$ cat src/rtl/lane_skew_pkg.sv
// Shared types and the per-lane delay rule for the lane skew/de-skew engine.
package lane_skew_pkg;

  typedef enum logic {
    MODE_SKEW   = 1'b0,
    MODE_DESKEW = 1'b1
  } mode_e;

  typedef enum logic {
    ST_RUN   = 1'b0,
    ST_DRAIN = 1'b1
  } state_e;

  // SKEW delays lane i by i*step; DESKEW mirrors it so the last lane is undelayed.
  function automatic int delay_of(input int lane, input mode_e mode, input int step,
                                  input int lanes);
    return (mode == MODE_SKEW) ? lane * step : (lanes - 1 - lane) * step;
  endfunction

endpackage

$ cat src/rtl/lane_skew_unit_line.sv
// One lane: MAXD-deep shift of {valid, tag, data} with a runtime tap; tap 0 bypasses the registers.
module lane_delay_line #(
  parameter int DATA_W = 32,
  parameter int TAG_W  = 4,
  parameter int MAXD   = 15,
  parameter int TW     = 4
) (
  input  logic              clk,
  input  logic              rst_n,
  input  logic              flush,
  input  logic [TW-1:0]     tap,
  input  logic              in_valid,
  input  logic [DATA_W-1:0] in_data,
  input  logic [TAG_W-1:0]  in_tag,
  output logic              out_valid,
  output logic [DATA_W-1:0] out_data,
  output logic [TAG_W-1:0]  out_tag
);

  localparam int PW = TAG_W + DATA_W;

  logic [MAXD:1] vld_q, vld_d;
  logic [PW-1:0] pay_q [1:MAXD];
  logic [PW-1:0] pay_d [1:MAXD];

  always_comb begin
    vld_d    = '0;
    vld_d[1] = in_valid & ~flush;
    pay_d[1] = {in_tag, in_data};
    for (int k = 2; k <= MAXD; k++) begin
      vld_d[k] = vld_q[k-1] & ~flush;
      pay_d[k] = pay_q[k-1];
    end
  end

  always_ff @(posedge clk or negedge rst_n) begin
    if (!rst_n) begin
      vld_q <= '0;
      for (int k = 1; k <= MAXD; k++) pay_q[k] <= '0;
    end else begin
      vld_q <= vld_d;
      pay_q <= pay_d;
    end
  end

  always_comb begin
    if (tap == '0) begin
      out_valid           = in_valid;
      {out_tag, out_data} = {in_tag, in_data};
    end else begin
      out_valid           = vld_q[tap];
      {out_tag, out_data} = pay_q[tap];
    end
  end

endmodule

$ cat src/rtl/lane_skew_unit.sv
// Runtime-configurable skew/de-skew engine: per-lane delay lines, flight timer,
// drain-before-reconfigure FSM, aligned-valid and sticky misalignment flag.
module lane_skew_unit
  import lane_skew_pkg::*;
#(
  parameter int LANES  = 16,
  parameter int DATA_W = 32,
  parameter int TAG_W  = 4,
  parameter int STEP   = 1
) (
  input  logic                    clk,
  input  logic                    rst_n,
  input  logic                    cfg_load,
  input  logic                    cfg_mode,
  input  logic [LANES-1:0]        cfg_mask,
  output logic                    cfg_busy,
  input  logic                    flush,
  input  logic [LANES-1:0]        in_valid,
  input  logic [LANES*DATA_W-1:0] in_data,
  input  logic [LANES*TAG_W-1:0]  in_tag,
  output logic                    in_ready,
  output logic [LANES-1:0]        out_valid,
  output logic [LANES*DATA_W-1:0] out_data,
  output logic [LANES*TAG_W-1:0]  out_tag,
  output logic                    aligned_valid,
  output logic                    idle,
  output logic                    err_misalign
);

  localparam int MAXD = (LANES - 1) * STEP;
  localparam int TW   = $clog2(MAXD + 1);

  state_e           state_q, state_d;
  mode_e            mode_q, mode_d, pend_mode_q, pend_mode_d;
  logic [LANES-1:0] mask_q, mask_d, pend_mask_q, pend_mask_d;
  logic [TW-1:0]    timer_q, timer_d;
  logic             err_q, err_d;
  logic             accept;
  logic [LANES-1:0] lane_vin;
  logic [LANES-1:0] masked_v;

  // Masked-off lanes never carry a valid beat into their delay line.
  assign lane_vin = in_valid & mask_q & {LANES{in_ready}};

  for (genvar gi = 0; gi < LANES; gi++) begin : g_lane
    logic [TW-1:0] tap;
    assign tap = TW'(delay_of(gi, mode_q, STEP, LANES));

    lane_delay_line #(
      .DATA_W(DATA_W),
      .TAG_W (TAG_W),
      .MAXD  (MAXD),
      .TW    (TW)
    ) u_line (
      .clk      (clk),
      .rst_n    (rst_n),
      .flush    (flush),
      .tap      (tap),
      .in_valid (lane_vin[gi]),
      .in_data  (in_data[gi*DATA_W +: DATA_W]),
      .in_tag   (in_tag[gi*TAG_W +: TAG_W]),
      .out_valid(out_valid[gi]),
      .out_data (out_data[gi*DATA_W +: DATA_W]),
      .out_tag  (out_tag[gi*TAG_W +: TAG_W])
    );
  end

  // Flight timer covers the deepest tap, so idle means nothing can still emerge.
  always_comb begin
    accept   = (|in_valid) & in_ready;
    idle     = (timer_q == '0) & ~accept;
    masked_v = out_valid & mask_q;
    if (flush)                timer_d = '0;
    else if (accept)          timer_d = TW'(MAXD);
    else if (timer_q != '0)   timer_d = timer_q - 1'b1;
    else                      timer_d = timer_q;
    err_d = err_q | ((mode_q == MODE_DESKEW) && (masked_v != '0) && (masked_v != mask_q));
    if (flush) err_d = 1'b0;
  end

  always_ff @(posedge clk or negedge rst_n) begin
    if (!rst_n) state_q <= ST_RUN;
    else        state_q <= state_d;
  end

  always_comb begin
    state_d     = state_q;
    mode_d      = mode_q;
    mask_d      = mask_q;
    pend_mode_d = pend_mode_q;
    pend_mask_d = pend_mask_q;
    if (flush) begin
      state_d = ST_RUN;
      if (state_q == ST_DRAIN) begin
        mode_d = pend_mode_q;
        mask_d = pend_mask_q;
      end
    end else begin
      case (state_q)
        ST_RUN: begin
          if (cfg_load) begin
            if (idle) begin
              mode_d = mode_e'(cfg_mode);
              mask_d = cfg_mask;
            end else begin
              pend_mode_d = mode_e'(cfg_mode);
              pend_mask_d = cfg_mask;
              state_d     = ST_DRAIN;
            end
          end
        end
        ST_DRAIN: begin
          if (cfg_load) begin
            pend_mode_d = mode_e'(cfg_mode);
            pend_mask_d = cfg_mask;
          end
          if (idle) begin
            mode_d  = cfg_load ? mode_e'(cfg_mode) : pend_mode_q;
            mask_d  = cfg_load ? cfg_mask : pend_mask_q;
            state_d = ST_RUN;
          end
        end
        default: state_d = ST_RUN;
      endcase
    end
  end

  always_comb begin
    in_ready      = (state_q == ST_RUN);
    cfg_busy      = (state_q == ST_DRAIN);
    aligned_valid = (&(out_valid | ~mask_q)) & (|mask_q);
    err_misalign  = err_q;
  end

  always_ff @(posedge clk or negedge rst_n) begin
    if (!rst_n) begin
      mode_q      <= MODE_SKEW;
      mask_q      <= '1;
      pend_mode_q <= MODE_SKEW;
      pend_mask_q <= '1;
      timer_q     <= '0;
      err_q       <= 1'b0;
    end else begin
      mode_q      <= mode_d;
      mask_q      <= mask_d;
      pend_mode_q <= pend_mode_d;
      pend_mask_q <= pend_mask_d;
      timer_q     <= timer_d;
      err_q       <= err_d;
    end
  end

endmodule

$ cat config.mk
export PLATFORM = sky130hd
export DESIGN_NAME = lane_skew_unit
export DESIGN_NICKNAME = d
export VERILOG_FILES = /design/src/rtl/lane_skew_pkg.sv /design/src/rtl/lane_skew_unit_line.sv /design/src/rtl/lane_skew_unit.sv
export SDC_FILE = /design/constraint.sdc
export NUM_CORES = 2
export LEC_CHECK = 0
export BUFFER_PORTS_ARGS = -buffer_cell sky130_fd_sc_hd__buf_4
export CELL_PAD_IN_SITES_DETAIL_PLACEMENT = 1
export CELL_PAD_IN_SITES_GLOBAL_PLACEMENT = 1
export CORE_ASPECT_RATIO = 0.7
export CORE_UTILIZATION = 50
export DETAILED_ROUTE_END_ITERATION = 7
export PLACE_DENSITY = 0.75
export SLEW_MARGIN = 20
export SYNTH_ARGS = -nofsm -noshare
export SYNTH_HDL_FRONTEND = slang
export SYNTH_SLANG_ARGS = --single-unit
$ cat constraint.sdc
create_clock -name clk -period 3.2 [get_ports clk]
set_input_delay 0.16 -clock clk [delete_from_list [all_inputs] [get_ports clk]]
set_output_delay 0.16 -clock clk [all_outputs]
set_load 0.02 [all_outputs]
; ---- Yosys cells after proc, flatten, opt, wreduce, memory -nomap -nowiden
; Index checks and enable logic that the tools add are counted.
[word_totals]
reg_bits = 8920
inputBits = 613
out_inout_bits = 597
word_cells = 770
[classes]
n_addsub = 1
n_lt_le_gt_ge = 32
n_eq_ne = 7
mux = 172
bitwise = 268
n_reduce_logical = 27
[op_table]
columns = operator, n
row1 = $bmux W36 S4, 16
row2 = $mux W36, 32
row3 = $mux W32, 16
row4 = $and A1 B1 Y1, 243
row5 = $mux W4, 35
row6 = $mux W16, 8
row7 = $ge A5 B5 Y1 const B, 16
row8 = $lt A4 B5 Y1 const B, 16
row9 = $not A4 Y5, 16
row10 = $logic_not A4 Y1, 17
row11 = $bmux W1 S4, 16
row12 = $pmux W16 S2, 2
row13 = $and A16 B16 Y16, 3
row14 = $mux W1, 44
row15 = $reduce_or A16 Y1, 2
row16 = $ne A16 B16 Y1, 1
row17 = $not A16 Y16, 1
row18 = $or A16 B16 Y16, 1
row19 = $reduce_and A16 Y1, 1
row20 = $reduce_bool A16 Y1, 1
row21 = $ne A3 B3 Y1 const B, 2
row22 = $pmux W1 S2, 3
row23 = $ne A2 B2 Y1 const B, 2
row24 = $reduce_and A4 Y1, 1
row25 = other kinds (9), 12

; ---- Depth between registers and ports, before layout
[logic_depth]
ltp_word = 10
mapped_depth = 8
depth_no_buf = 7

; ---- Cells and area by module
; From an unflattened synthesis, not the netlist that was laid out.
[unflattened]
hier_cells = 15099
area_unflattened_um2 = 298176.0
[by_module_without_submodules]
columns = module, n_inst, cells_each, area_per_inst_um2, seq_area_each_um2
row1 = lane_delay_line, 16, 932, 18482.7, 13888.3
row2 = lane_skew_unit, 1, 187, 2452.4, 1041.0

; ---- Worst setup path before layout
; OpenSTA, ideal clock, no wires.
[synth_path]
path_type = register to output
start = register mode_q
end = output port aligned_valid
arrival_time_ns = 1.762
required_time_ns = 3.040
slack_ns = 1.278
stages_incl_launch_ff = 7
path_cell_list = dfrtp_1 -> buf_6 -> mux2_4 -> o22ai_1 -> or4_4 -> nor3_2 -> and2_1
[synth_via]
elab_chain_len = 7
word_cells_on_any_way = 83
[synth_lines]
columns = item, line
row1 = start: declaration, lane_skew_unit.sv:34  ; mode_e mode_q, mode_d, pend_mode_q, pend_mode_d;
row2 = start signal: assignment, lane_skew_unit.sv:144  ; mode_q <= mode_d;
row3 = $mux W4 (*), lane_skew_pkg.sv:17  ; return (mode == MODE_SKEW) ? lane * step : (lanes - 1 - lane) * step;
row4 = $bmux W1 S4, lane_skew_unit_line.sv:51  ; out_valid = vld_q[tap];
row5 = $mux W1 (implied by the code), lane_skew_unit_line.sv:51
row6 = $mux W1 (*), lane_skew_unit_line.sv:47  ; if (tap == '0) begin
row7 = named net g_lane[5].u_line.out_valid, lane_skew_unit_line.sv:15  ; output logic out_valid,
row8 = $or A16 B16 Y16 (*), lane_skew_unit.sv:131  ; aligned_valid = (&(out_valid | ~mask_q)) & (|mask_q);
row9 = $reduce_and A16 Y1 (*), lane_skew_unit.sv:131
row10 = $and A1 B1 Y1 (*), lane_skew_unit.sv:131
row11 = end: declaration, lane_skew_unit.sv:25  ; output logic aligned_valid,
; Mark *: on every way through the listed nets, which the timed path passes. The rest lies on a longest branch. The select of a mux whose other input is x is not followed.

; ---- Worst setup path after layout
[layout_path]
start = register state_q (netlist: cfg_busy)
end = register pend_mask_q[2]
[layout_via]
elab_chain_len = 6
word_cells_on_any_way = 8
[layout_lines]
columns = item, line
row1 = start: declaration, lane_skew_unit.sv:33  ; state_e state_q, state_d;
row2 = start signal: assignment, lane_skew_unit.sv:83  ; else state_q <= state_d;
row3 = $not A1 Y1, n/a
row4 = $and A1 B1 Y1, lane_skew_unit.sv:70  ; accept = (|in_valid) & in_ready;
row5 = $not A1 Y1, lane_skew_unit.sv:71  ; idle = (timer_q == '0) & ~accept;
row6 = $and A1 B1 Y1, lane_skew_unit.sv:71
row7 = $ne A2 B2 Y1 (no source line), n/a
row8 = $reduce_and A3 Y1 (no source line), n/a
row9 = end signal: assignment, lane_skew_unit.sv:147  ; pend_mask_q <= pend_mask_d;
row10 = end: declaration, lane_skew_unit.sv:35  ; logic [LANES-1:0] mask_q, mask_d, pend_mask_q, pend_mask_d;
; Parallel ways exist; a longest one is shown, timed or not.
; A chain may end at the register's enable or synchronous reset.

==> impl_metrics.toml <==
[logic_synthesis]
syn_area_per_cell_um2 = 22.9
synth_edf_count = 0
yosys.area_share.simple_pct = 0.769
synth_top_family_by_area = "multiplexers"
synth_nets = 8504
seq_area_frac_synth_pct = 94.8
synth_fa_ha_area_share_pct = 0.0138
synthDistinctLibCells = 42
ys.warnings.count = 0
synth_ff_type = "dfrtp_1"
syn-cell-area_um2 = 181000
synth_compound_area_share_pct = 0.167
ys_seq_elements = 6848
synthCells = 7889
synth_top_area_cell = "dfrtp_1"
async_flop_share_pct = 100
synth_top_cell_area_share_pct = 94.3
yosys-top-cells-area = "dfrtp_1 (94%), mux2_2 (3.8%), nor2b_1 (0.58%)"
muxShareOfSynthArea_pct = 3.88
synthXorXnorAreaFrac_pct = 0.00969

[critical_path]
cp-end-kind = "register"
r2r-end = "pend_mask_q[2]"
critPathArrivalTime_ns = 4.26
start_kind = "register"
r2r_cells = 7
path_class = "register to register"
r2r_start = "cfg_busy"
critPathMaxFanout = 17
worstPathRequired_ns = 4.12
regToRegSetupSlack_ns = -0.14

[route]
wire_per_inst_um = 39.7
drc = 0
routed_via_density = 5.33
first_pass_iters = 5
ant_nets = 0
wl_um = 651000
vias = 87400
drt_iter0_drc = 8498

[timing]
post-route-period-util_pct = 104
final-max-slew-violation-count = 0
fmax_mhz = 300
worst_pin_slew_ns = 1.10
slew-limit-headroom_pct = 26.2
fin_tns_setup_ns = -3.19
finalHoldViolations = 0
grt_setup_unrepaired = "true"
setup_viol = 77
hold-worst-slack_ns = 0.0492
postLayoutSetupSlackWorst_ns = -0.137
period_needed_ns = 3.34
finClkSkew_ns = 0.0785

[run_status]
outcome = "finished with violations"
failed_checks = "negative setup slack"

[cells_and_area]
nFillCells = 29000
stdcell_area_um2 = 231000
register_area_um2 = 171000
fin_cells = 16400
syn2layout_area_growth_pct = 27.9
layout.nets = 11600
multi_input_area_um2 = 9040
drive_gt1_share_pct = 26.0

[global_routing]
grt_antenna_before_repair = 151
grt_overflow = 0
grt_pass1_vias = 102000
grtUsageTotal_pct = 34.6
grt_pass1_wl_um = 871000
grt_start_max_net_pins = 188

[floorplanning]
die_h_um = 505
die_w_um = 721
start_util_pct = 50.3
die_area_um2 = 364000
core_area_um2 = 359000
rows = 184
io_pins = 1210

[job]
cap_violations = 0

[placement]
io_buffers = 1209
dp_slack_ns = 0.698
post_dp_cell_area_um2 = 198000
place_hpwl_um = 263000
place_congestion = 0.883
dp.cells = 14000

[clocking]
worst_skew_pair.late_latency_ns = 1.08
cts_root_buf = "clkbuf_16"
clock_path_buffers = 4
clock_sinks = 6848
cts.clk_slew.worst_paths_ns = 0.07
htree_levels = 6
cts_tree = "built"
numCtsBuffers = 585

[worst_hold_path]
hold_path_depth = 4
min_path_type = "primary input to register"
holdCritStartpoint = "cfg_mask[7]"
worstHoldEndpoint = "mask_q[7]"

[power_and_ir_drop]
seq_power_share_pct = 50.0
worst_ir_drop_vdd_v = 0.00114
p_switching_w = 0.0511
p_per_area_nw_per_um2 = 816
switching_share_pct = 27.1
internal_power_w = 0.138
combPwrFrac_pct = 6.9
p_leak_nw = 106
p_clk_share_pct = 43.1
[routing by layer]
layer | vias up | global-route usage (%) | part of all wire [%]
li1 | 31300 | - | -
met1 | 49500 | 43.1 | 36
met2 | 4528 | 58.5 | 51
met3 | 1969 | 7.60 | 6.4
met4 | 98 | 16.5 | 6.5
met5 | - | 0 | 0.099
[per-stage QoR]
stage	power (W)	util (%)
floorplan	0.0976	-
global placement	0.103	55.0
detailed placement	0.105	55.0
CTS	0.184	64.2
global route	0.193	64.4
finish	0.189	64.4
[sequential cells by signal, summed over array words and instances (netlist names)]
register	cells
g_lane.u_line.pay_d	6552
pend_mode_q	1
cfg_busy	1
mask_q	16
err_misalign	1
mode_q	1
g_lane.u_line.pay_q	72
timer_q	4
pend_mask_q	16
g_lane.u_line.vld_q	184
[worst max-delay path, stage by stage, from the launching register on]
cell,delay [ns]
dfrtp_2,0.51
a41o_1,0.18
dlygate4sd3_1,0.71
and2b_2,0.29
nand2_1,0.29
nand2_8,0.30
mux2_2,0.37
dlygate4sd3_1,0.58
[cell usage after synthesis (5+ instances only)]
cell type  instances
mux2_2           603
a21oi_1            5
nand2_1           23
dfstp_2           32
o21ai_0           19
nor4_1             8
buf_2             64
o22ai_1            6
buf_4             17
clkbuf_1          31
and3_1            16
mux2i_1           17
dfrtp_1         6816
inv_1             20
nor2b_1          168
[power groups by stage]
stage | Clock (W) | Sequential (W) | Combinational (W)
floorplan | 0 | 0.0933 | 0.00423
global placement | 0 | 0.0942 | 0.00931
detailed placement | 0 | 0.0948 | 0.00980
CTS | 0.0781 | 0.0937 | 0.0121
global route | 0.0848 | 0.0944 | 0.0134
finish | 0.0813 | 0.0942 | 0.0131
[how the worst max path moves through the flow]
stage	end	slack (ns)	cells after the start	startpoint
2_1_floorplan	aligned_valid	1.28	6	mode_q
3_3_place_gp	mode_q	0.83	6	timer_q[0]
3_5_place_dp	mode_q	0.70	6	timer_q[0]
4_1_cts	aligned_valid	-0.11	7	mode_q
5_1_grt	aligned_valid	-0.22	7	mode_q
6_report	pend_mask_q[2]	-0.14	7	cfg_busy
[final cells by class]
class / count / share of cell area (%)
timing repair buffer: 2639 / 10.5
antenna: 90 / 0.0974
multi-input combinational: 907 / 3.91
clock buffer: 849 / 7.41
tap: 4836 / 2.62
sequential: 6848 / 74.1
inverter: 20 / 0.0325
clock inverter: 203 / 1.33
[what timing repair did]
action	in CTS	in global routing
gates resized for setup	55	49
endpoints found under the setup margin	489	293
gates cloned	9	9
pin swaps	3	1
hold buffers	1242	0
hold endpoints to repair	3528	0
setup buffers	8	0
[layout by cell type (no fill, tap or decap), types with 3 or more instances in the layout]
cell / n
clkbuf_1: 118
nor4_1: 8
dfstp_2: 32
clkinv_4: 3
nand4_1: 3
nor2b_1: 168
buf_12: 72
clkinv_8: 11
dfrtp_1: 6814
mux2_4: 60
clkbuf_8: 142
buf_6: 15
o21ai_0: 19
mux2_2: 547
o22ai_1: 3
buf_16: 17
inv_16: 12
clkinvlp_4: 11
a21oi_1: 5
nor2_1: 3
inv_6: 8
clkinv_2: 90
bufinv_16: 41
mux2i_1: 17
diode_2: 90
clkinv_16: 26
dlygate4sd3_1: 1241
buf_8: 3
buf_4: 1286
inv_1: 20
a22oi_1: 4
and3_1: 16
nand2_1: 23
clkbuf_16: 594
[kinds of logic (layout without fill, tap and decap cells)]
| family | count (synthesis) | in the layout |
|---|---|---|
| flops | 6848 | 6848 |
| simple gates | 232 | 232 |
| xor+xnor | 2 | 2 |
| other cells | 0 | 90 |
| buf+inv | 134 | 3711 |
| fa+ha+maj | 2 | 2 |
| compound gates | 47 | 47 |
| mux | 624 | 624 |
No activity file was read; power rests on OpenSTA's default activity.
